--- config.mk ---
export PLATFORM = sky130hd
export DESIGN_NAME = button_enable_gen
export DESIGN_NICKNAME = d
export VERILOG_FILES = /design/src/rtl/lab_pkg.sv /design/src/rtl/debounce_filter.sv /design/src/rtl/button_enable_gen.sv
export SDC_FILE = /design/constraint.sdc
export NUM_CORES = 1
export LEC_CHECK = 0
export CAP_MARGIN = 20
export CORE_MARGIN = 1.5
export CORE_UTILIZATION = 35
export CTS_CLUSTER_DIAMETER = 80
export DETAILED_ROUTE_END_ITERATION = 7
export PLACE_DENSITY = 0.57
export SETUP_SLACK_MARGIN = 0.15
export SLEW_MARGIN = 0
export SYNTH_ARGS = -nofsm -noshare
export SYNTH_HDL_FRONTEND = slang
export SYNTH_SLANG_ARGS = --single-unit
--- constraint.sdc ---
create_clock -name clk -period 2.7 [get_ports clk]
set_input_delay 0.81 -clock clk [delete_from_list [all_inputs] [get_ports clk]]
set_output_delay 0.81 -clock clk [all_outputs]
set_load 0.05 [all_outputs]
--- src/rtl/lab_pkg.sv ---
// Shared definitions for the sequencer labs: FSM encodings, counter sizing
// helpers and the parameter-legality check used at elaboration.
package lab_pkg;

    typedef enum logic [1:0] {
        ST_IDLE,
        ST_FIRST,
        ST_HOLD,
        ST_REPEAT
    } btn_state_e;

    typedef enum logic [1:0] {
        SEQ_S0,
        SEQ_S1,
        SEQ_S2,
        SEQ_S3
    } seq_state_e;

    function automatic int ctr_width(input int limit);
        return $clog2(limit) + 1;
    endfunction

    // Pulse spacing below 2 would merge adjacent strobes into one long high.
    function automatic int min2(input int cycles);
        return (cycles < 2) ? 2 : cycles;
    endfunction

    function automatic bit params_legal(
        input int sync_stages,
        input int debounce_cycles,
        input int repeat_en,
        input int repeat_delay,
        input int repeat_period
    );
        return (sync_stages >= 2) && (sync_stages <= 4) &&
               (debounce_cycles >= 1) &&
               ((repeat_en == 0) || (repeat_en == 1)) &&
               (repeat_delay >= 1) && (repeat_period >= 1);
    endfunction

endpackage

--- src/rtl/debounce_filter.sv ---
// Input synchronizer plus debounce counter. dout leads the top-level pressed
// register by one cycle so the enable strobe can be registered on the same edge.
module debounce_filter
    import lab_pkg::*;
#(
    parameter int SYNC_STAGES     = 2,
    parameter int DEBOUNCE_CYCLES = 16
) (
    input  logic clk,
    input  logic reset,
    input  logic din,
    output logic dout
);

    localparam int            CW       = ctr_width(DEBOUNCE_CYCLES);
    localparam logic [CW-1:0] CNT_LAST = CW'(DEBOUNCE_CYCLES - 1);

    logic [SYNC_STAGES-1:0] sync_q;
    logic [CW-1:0]          cnt_q, cnt_d;
    logic                   dout_q, dout_d;
    logic                   level;

    assign level = sync_q[SYNC_STAGES-1];

    // NOTE: every output gets a default first, so no path leaves one unassigned and no latch is inferred.
    always_comb begin
        cnt_d  = '0;
        dout_d = dout_q;
        if (level != dout_q) begin
            if (cnt_q == CNT_LAST) begin
                dout_d = level;
            end else begin
                cnt_d = (cnt_q == '1) ? cnt_q : cnt_q + 1'b1;
            end
        end
    end

    // NOTE: non-blocking assignments so every flop samples pre-edge values and the shift chain cannot collapse.
    always_ff @(posedge clk) begin
        if (reset) begin
            sync_q <= '0;
            cnt_q  <= '0;
            dout_q <= 1'b0;
        end else begin
            sync_q <= {sync_q[SYNC_STAGES-2:0], din};
            cnt_q  <= cnt_d;
            dout_q <= dout_d;
        end
    end

    assign dout = dout_q;

endmodule

--- src/rtl/button_enable_gen.sv ---
// Debounced pushbutton to one-cycle enable strobe, with optional auto-repeat
// while held. Release always wins over a repeat pulse due on the same edge.
module button_enable_gen
    import lab_pkg::*;
#(
    parameter int SYNC_STAGES     = 2,
    parameter int DEBOUNCE_CYCLES = 16,
    parameter int REPEAT_EN       = 0,
    parameter int REPEAT_DELAY    = 1000,
    parameter int REPEAT_PERIOD   = 250
) (
    input  logic clk,
    input  logic reset,
    input  logic btn,
    output logic pressed,
    output logic enable
);

    localparam int DELAY_EFF  = min2(REPEAT_DELAY);
    localparam int PERIOD_EFF = min2(REPEAT_PERIOD);
    localparam int TW = ctr_width((DELAY_EFF > PERIOD_EFF) ? DELAY_EFF : PERIOD_EFF);
    localparam logic [TW-1:0] DELAY_LAST  = TW'(DELAY_EFF - 1);
    localparam logic [TW-1:0] PERIOD_LAST = TW'(PERIOD_EFF - 1);

    if (!params_legal(SYNC_STAGES, DEBOUNCE_CYCLES, REPEAT_EN, REPEAT_DELAY, REPEAT_PERIOD))
    begin : g_param_check
        $error("button_enable_gen: illegal parameter combination");
    end

    btn_state_e    state_q, state_d;
    logic [TW-1:0] timer_q, timer_d, timer_inc;
    logic          pressed_q, enable_q, enable_d;
    logic          level, rise, fall;

    debounce_filter #(
        .SYNC_STAGES    (SYNC_STAGES),
        .DEBOUNCE_CYCLES(DEBOUNCE_CYCLES)
    ) u_filter (
        .clk  (clk),
        .reset(reset),
        .din  (btn),
        .dout (level)
    );

    assign rise      = level & ~pressed_q;
    assign fall      = ~level & pressed_q;
    assign timer_inc = (timer_q == '1) ? timer_q : timer_q + 1'b1;

    // timer_q counts edges since the last enable pulse.
    always_comb begin
        state_d  = state_q;
        timer_d  = timer_inc;
        enable_d = 1'b0;
        case (state_q)
            ST_IDLE: begin
                timer_d = '0;
                if (rise) begin
                    state_d  = ST_FIRST;
                    enable_d = 1'b1;
                end
            end
            ST_FIRST: begin
                state_d = fall ? ST_IDLE : ST_HOLD;
            end
            ST_HOLD: begin
                if (fall) begin
                    state_d = ST_IDLE;
                end else if ((REPEAT_EN != 0) && (timer_q == DELAY_LAST)) begin
                    state_d  = ST_REPEAT;
                    enable_d = 1'b1;
                    timer_d  = '0;
                end
            end
            ST_REPEAT: begin
                if (fall) begin
                    state_d = ST_IDLE;
                end else if (timer_q == PERIOD_LAST) begin
                    enable_d = 1'b1;
                    timer_d  = '0;
                end
            end
            default: state_d = ST_IDLE;
        endcase
    end

    always_ff @(posedge clk) begin
        if (reset) begin
            state_q   <= ST_IDLE;
            timer_q   <= '0;
            pressed_q <= 1'b0;
            enable_q  <= 1'b0;
        end else begin
            state_q   <= state_d;
            timer_q   <= timer_d;
            pressed_q <= level;
            enable_q  <= enable_d;
        end
    end

    assign pressed = pressed_q;
    assign enable  = enable_q;

endmodule

-- Word-level counts from Yosys, hierarchy flattened
Index checks and enable logic that the tools add are counted.
- reductions and logical operators: 5
- bitwise gates (word level): 5
- $add $sub $neg: 2
- equality and inequality tests: 10
- muxes and demuxes: 12
- operators with widths (operator ; number):
    $mux W11 ; 3
    $pmux W11 S2 ; 1
    $add A11 B1 Y11 const B ; 1
    $eq A11 B11 Y1 const B ; 1
    $eq A11 B8 Y1 const B ; 1
    $mux W2 ; 3
    $pmux W2 S3 ; 1
    $add A5 B1 Y5 const B ; 1
    $eq A5 B4 Y1 const B ; 1
    $eq A5 B5 Y1 const B ; 1
    $eq A2 B2 Y1 const B ; 2
    $reduce_and A2 Y1 ; 2
    $mux W1 ; 3
    $not A1 Y1 ; 3
    $reduce_or A3 Y1 ; 1
    $and A1 B1 Y1 ; 2
    $eq A2 B1 Y1 const B ; 1
    $logic_not A2 Y1 ; 1
    $ne A2 B1 Y1 const B ; 1
    $ne A2 B2 Y1 const B ; 1
    $pmux W1 S2 ; 1
    $reduce_or A2 Y1 ; 1
    $ne A1 B1 Y1 ; 1
- word-level logic and storage cells: 41
- flip-flop bits (word level): 23

-- Depth between registers and ports, before layout
Gate-level depths: netlist of the first run.
- depth after elaboration: 5
- mapped depth: 7
- depth with buffers taken out: 6

-- Hierarchy
A second synthesis of the first run with hierarchy kept.
- cells, all modules: 126
- area total of the unflattened synthesis: 1152.4 µm²
- modules (own cells, without submodules) (module ; area each (µm²) ; times used ; cells each):
    button_enable_gen ; 819.5 ; 1 ; 94
    debounce_filter ; 332.8 ; 1 ; 32

-- Least setup slack after synthesis of the first run
No wires, ideal clock.
- path type: register to register
- from: register pressed_q, in the netlist pressed
- to: register timer_q[6]
- data arrival time: 1.560 ns
- slack: 1.063 ns
- path buffers: 1
- data required time: 2.622 ns
- cell stages (with the launch flop): 6
- cells stage by stage: dfxtp_1 -> nor2b_1 -> nor4_1 -> a211o_1 -> buf_4 -> nor3_1
- longest elaborated chain between the ends: 3
- ends and longest elaborated chain (what ; line ; source):
    start: declaration ; button_enable_gen.sv:32 ; logic pressed_q, enable_q, enable_d;
    start signal: assignment ; button_enable_gen.sv:95 ; pressed_q <= level;
    $and A1 B1 Y1 ; button_enable_gen.sv:46 ; assign fall = ~level & pressed_q;
    $mux W11 ; button_enable_gen.sv:75 ; if (fall) begin
    $pmux W11 S2 ; button_enable_gen.sv:54 ; case (state_q)
    end signal: assignment ; button_enable_gen.sv:94 ; timer_q <= timer_d;
    end: declaration ; button_enable_gen.sv:31 ; logic [TW-1:0] timer_q, timer_d, timer_inc;
Every way passes these cells.
A chain may end at the register's enable or synchronous reset.

-- Worst setup path after layout of the first run
- from: register pressed_q, in the netlist pressed
- to: output port pressed
- RTL lines (what ; line ; source):
    end: declaration ; button_enable_gen.sv:15 ; output logic pressed,
No word-level cell between the ends.

==> flow_summary.yaml, run 1 <==
cells_and_area:
  fillers: 315
  fin_area_um2: 1230
  multi_input_area_um2: 618
  drive_above_1_share_pct: 7.09
  final-seq-area_um2: 460
  nets: 140
  final-instance-count-excl-fill: 171
  syn_to_final_growth_pct: 9.10
  diodes: 0
critical_path:
  cp_max_fo: 4
  end_kind: "output pin"
  crit_required_ns: 1.89
  cp_num_buf_inv: 1
  crit_chain: "clkdlybuf4s50_1"
  critical-path-max-stage-delay_ns: 0.81
  crit_arrival_ns: 1.50
  cp_slowest_cell: "clkdlybuf4s50_1"
  critPathTopFamily: "buffers and inverters"
  path_class: "flop to output pin"
  cp-start-kind: "flop"
clock_network:
  hold_buffers: 0
  post_cts_resize_count: 0
  clock_path_buffers: 2
  clk_latency_ns: 0.31
  cts_sinks: 23
  clock-root-buffer: "clkbuf_4"
  htreeDepth: 1
  cts_buffers: 3
  tritoncts: "yes"
  clk_pin_slew_ns: 0.13
  postCtsSetupRepairBufs: 0
logic_synthesis:
  syn-cell-area_um2: 1130
  synth_common_cells: "dfxtp_1, nor2_1, ha_1"
  synth_top_area_cell: "dfxtp_1"
  synth-edff-count: 0
  synth-simple-area-share_pct: 27.2
  synth_mux_area_share_pct: 1.78
  synthAdderAreaFrac_pct: 9.99
  synth_fp_nets: 134
  yosysUniqueCellTypes: 34
  synth-async-reset-ratio_pct: 0
  yosys-top-cells-area: "dfxtp_1, ha_1, nor2_1"
  avgSynthCellArea_um2: 9.24
  yosys.area.top_type_share_pct: 40.8
  syn-instance-count: 122
  synth_compound_area_share_pct: 10.4
  ys_seq_area_share_pct: 40.8
  yosys_warnings: 0
  ys_ff_latch: 23
  yosys.area_share.xor_xnor_pct: 5.44
  synthFlopType: "dfxtp_1"
  synth_top_family_by_area: "simple AND/OR/NAND/NOR gates"
sta:
  period_minus_slack_ns: 2.31
  finalSetupViolCount: 0
  max_freq_mhz: 433
  slew_headroom_pct: 66.8
  fin_crit_sh_pct: 85.5
  setup_slack_ns: 0.392
  tightest_slew_ns: 0.496
  hold_viol: 0
  rsz0062_at_grt: "no"
  fin_skew_ns: 0.00641
  tns_ns: 0
  drv_slew: 0
placed_design:
  placed_area_um2: 1200
  dpl.cell_count: 167
  place_congestion: 0.700
  port_buffers: 4
  hpwlAfterDp_um: 1400
  pre_cts_slack_ns: 0.542
power_and_ir_drop:
  p_leak_nw: 0.428
  cellPowerDensity_nw_per_um2: 415
  pwr-share-comb_pct: 1.5
  internal_power_w: 0.000402
  p_total_w: 0.000510
  clkPwrFrac_pct: 31.5
  peakVddDrop_mv: 0.161
  swShare_pct: 21.2
  p_switching_w: 0.000108
  power.share.sequential_pct: 67.1
floorplanning:
  die_y_um: 59.8
  dieArea_um2: 3570
  core_um2: 3050
  ios: 5
  start_util_pct: 36.9
  die_w_um: 59.8
  rows: 20
drt:
  ant_nets: 0
  wl_per_cell_um: 10.7
  drtIter0Drc: 41
  drt_wl_total_um: 1820
  drcViolationCount: 0
  dr.pass1.iters: 4
  vias: 830
  viasPerCell: 4.85
global_route:
  antenna_found_initial: 0
  grt_start_max_net_pins: 15
  grt_pass1_wl_um: 3000
  first_global_vias: 689
  grt_overflow: 0
  grt_usage_pct: 11.2
hold_path:
  worstHoldPathType: "flop to flop"
run:
  drv_cap: 0
status:
  status: "complete, no violations"
through the flow:
| stage | utilization (%) | hold slack [ns] |
|---|---|---|
| 4_1_cts | 40.3 | 0.457 |
| 6_report | 40.3 | 0.452 |
| 5_1_grt | 40.3 | 0.467 |
| 2_1_floorplan | - | 0.414 |
| 3_5_place_dp | 39.3 | 0.424 |
| 3_3_place_gp | 39.3 | 0.424 |
registers in the layout (all words and copies together) (netlist names):
signal and count:
u_filter.cnt_q 5, u_filter.dout 1, timer_q 11, enable 1
state_q 2, pressed 1, u_filter.sync_q 2
metal layers:
layer,global-route usage (%),part of all wire [%],wire length (um),vias to the layer above
met5,0,0,0,-
met4,4.76,1.0,19,0
met3,2.60,3.1,56,2
met2,16.5,46,831,10
met1,15.8,50,917,383
li1,-,-,-,435
path summary, 6_finish.rpt:
check / slack [ns] / cells after the start / start / to
hold reg to reg: 0.45 / 1 / u_filter.sync_q[0]$_SDFF_PP0_ / u_filter.sync_q[1]$_SDFF_PP0_
setup reg to reg: 0.85 / 5 / timer_q[0]$_SDFF_PP0_ / timer_q[6]$_SDFF_PP0_
setup / recovery: 0.39 / 1 / pressed$_SDFF_PP0_ / pressed
hold / removal: 0.45 / 1 / u_filter.sync_q[0]$_SDFF_PP0_ / u_filter.sync_q[1]$_SDFF_PP0_
logic make-up (layout without fill, tap and decap cells):
logic type	count (synthesis)	count (layout)
simple gates	54	54
fa+ha+maj	9	9
compound gates	17	17
buf+inv	10	15
flops	23	23
xor+xnor	7	7
mux	2	2
area by class of cell:
type / instances / share of cell area (%)
clock inverter: 1 / 0.610
timing repair buffer: 4 / 3.26
tap: 44 / 4.48
sequential: 23 / 37.4
multi-input combinational: 89 / 50.3
inverter: 7 / 2.14
clock buffer: 3 / 1.83
power by group through the flow:
stage	sequential, W	combinational, W	clock, W
final	0.000342	0.00000758	0.000160
after global routing	0.000343	0.00000820	0.000188
after CTS	0.000342	0.00000772	0.000169
after detailed placement	0.000350	0.00000761	0
after global placement	0.000350	0.00000765	0
after floorplan	0.000349	0.00000433	0
cell usage in the layout, fill, tap and decap left out, types with 2 or more instances in the layout:
cell type        instances
or3_1                    3
a211oi_1                 3
mux2i_1                  2
clkbuf_4                 3
a211o_1                  2
o21bai_1                 2
nor2_1                  23
nand3_1                  4
nand2_1                  2
dfxtp_1                 23
a31oi_1                  3
and3_1                   2
xor2_1                   2
clkdlybuf4s50_1          4
inv_1                    7
nor3_2                   2
nor3_1                   3
nor2b_1                  6
xnor2_1                  5
a21oi_1                  4
ha_1                     9
Note: power is estimated with default switching activity, not from simulation.
==> inputs of run 2 (changes only) <==
CELL_PAD_IN_SITES_DETAIL_PLACEMENT = 1   (was not set)
CELL_PAD_IN_SITES_GLOBAL_PLACEMENT = 2   (was not set)
PLACE_DENSITY = 0.79   (was 0.57)
==> run 2 against run 1 <==
Against the previous run: sequential cell count unchanged; final cell count is the same; core utilization fell by 0.082 points; worst setup slack worse by 0.0092 ns; count of clock-buffer cells in the layout stayed put; largest power group unchanged.
==> flow_summary.yaml, run 2 (synthesis gave the netlist of run 1 again) <==
clock_network:
  clk_latency_ns: 0.31
  htreeDepth: 1
  clk_pin_slew_ns: 0.14
  hold_buffers: 0
  postCtsSetupRepairBufs: 0
  tritoncts: "yes"
  post_cts_resize_count: 0
  clock_path_buffers: 2
  clock-root-buffer: "clkbuf_4"
  cts_buffers: 3
  cts_sinks: 23
drt:
  wl_per_cell_um: 12.1
  drtIter0Drc: 20
  vias: 866
  dr.pass1.iters: 2
  drt_wl_total_um: 2070
  drcViolationCount: 0
  ant_nets: 0
  viasPerCell: 5.06
cells_and_area:
  largest_reg_flops: 11
  reg_top3: "timer_q (11), u_filter.cnt_q (5)"
  regMostFlops: "timer_q"
  drive_above_1_share_pct: 7.09
  diodes: 0
  syn_to_final_growth_pct: 8.88
  final_cell_mix: "nor2_1, dfxtp_1, ha_1"
  final-instance-count-excl-fill: 171
  nets: 140
floorplanning:
  rows: 20
  start_util_pct: 36.9
  die_y_um: 59.8
  dieArea_um2: 3570
  ios: 5
  die_w_um: 59.8
  core_um2: 3050
sta:
  max_freq_mhz: 431
  fin_skew_ns: 0.0121
  hold_viol: 0
  slew_headroom_pct: 66.7
  rsz0062_at_grt: "no"
  whs_ns: 0.470
  tightest_slew_ns: 0.498
  finalSetupViolCount: 0
  drv_slew: 0
  period_minus_slack_ns: 2.32
  tns_ns: 0
  fin_crit_sh_pct: 85.8
placed_design:
  hpwlAfterDp_um: 1570
  place_congestion: 0.730
  port_buffers: 4
  dpl.cell_count: 167
power_and_ir_drop:
  p_total_w: 0.000511
  peakVddDrop_mv: 0.262
  cellPowerDensity_nw_per_um2: 416
  p_leak_nw: 0.431
critical_path:
  critical-path-max-stage-delay_ns: 0.81
  crit_required_ns: 1.89
  end_kind: "output pin"
  crit_chain: "clkdlybuf4s50_1"
  path_class: "flop to output pin"
  critPathTopFamily: "buffers and inverters"
  cp_max_fo: 4
  cp_slowest_cell: "clkdlybuf4s50_1"
  cp-start-kind: "flop"
  crit_arrival_ns: 1.51
  cp_num_buf_inv: 1
  rrSetupSlack_ns: 0.83
global_route:
  antenna_found_initial: 0
  first_global_vias: 887
  grt_pass1_wl_um: 3840
  grt_usage_pct: 13.9
  grt_start_max_net_pins: 14
  grt_overflow: 0
run:
  drv_cap: 0
hold_path:
  worstHoldPathType: "flop to flop"
status:
  status: "complete, no violations"
==> run 2: changes by cell type in the layout (fill, tap and decap cells not counted) <==
| cell | previous run | this run |
|---|---|---|
| clkinv_2 | 0 | 1 |
| clkinvlp_4 | 1 | 0 |
==> run 2: area by class of cell <==
| cell class | count | area [um^2] |
|---|---|---|
| sequential | 23 | 460 |
| clock inverter | 1 | 5.00 |
| inverter | 7 | 26.3 |
| tap | 44 | 55.1 |
| multi-input combinational | 89 | 618 |
| fill | 380 | 1830 |
| timing repair buffer | 4 | 40.0 |
| clock buffer | 3 | 22.5 |
==> run 2: final timing paths <==
path / end / cells past startpoint / start
worst max-delay path: pressed / 1 / pressed$_SDFF_PP0_
worst min register to register: u_filter.sync_q[1]$_SDFF_PP0_ / 1 / u_filter.sync_q[0]$_SDFF_PP0_
worst max register to register: timer_q[6]$_SDFF_PP0_ / 5 / timer_q[0]$_SDFF_PP0_
worst min-delay path: u_filter.sync_q[1]$_SDFF_PP0_ / 1 / u_filter.sync_q[0]$_SDFF_PP0_
==> run 2: layer usage <==
metal / routed length, um / vias to the layer above / GRT usage, %
li1: - / 433 / -
met1: 932 / 424 / 17.3
met2: 1050 / 7 / 23.8
met3: 61 / 2 / 3.90
met4: 21 / 0 / 2.86
met5: 0 / - / 0
==> run 2: power breakdown <==
group	switching, W	internal (W)	leakage (nW)
sequential	0.00000105	0.000341	0.186
clock	0.000106	0.0000553	0.0177
combinational	0.00000349	0.00000433	0.228
==> run 2: per-stage QoR <==
step	setup WS, ns	util, %	cell area [um^2]
global placement	0.525	39.3	1200
CTS	0.364	40.2	1230
finish	0.382	40.2	1230
floorplan	1.06	-	1130
global route	0.313	40.2	1230
detailed placement	0.505	39.3	1200
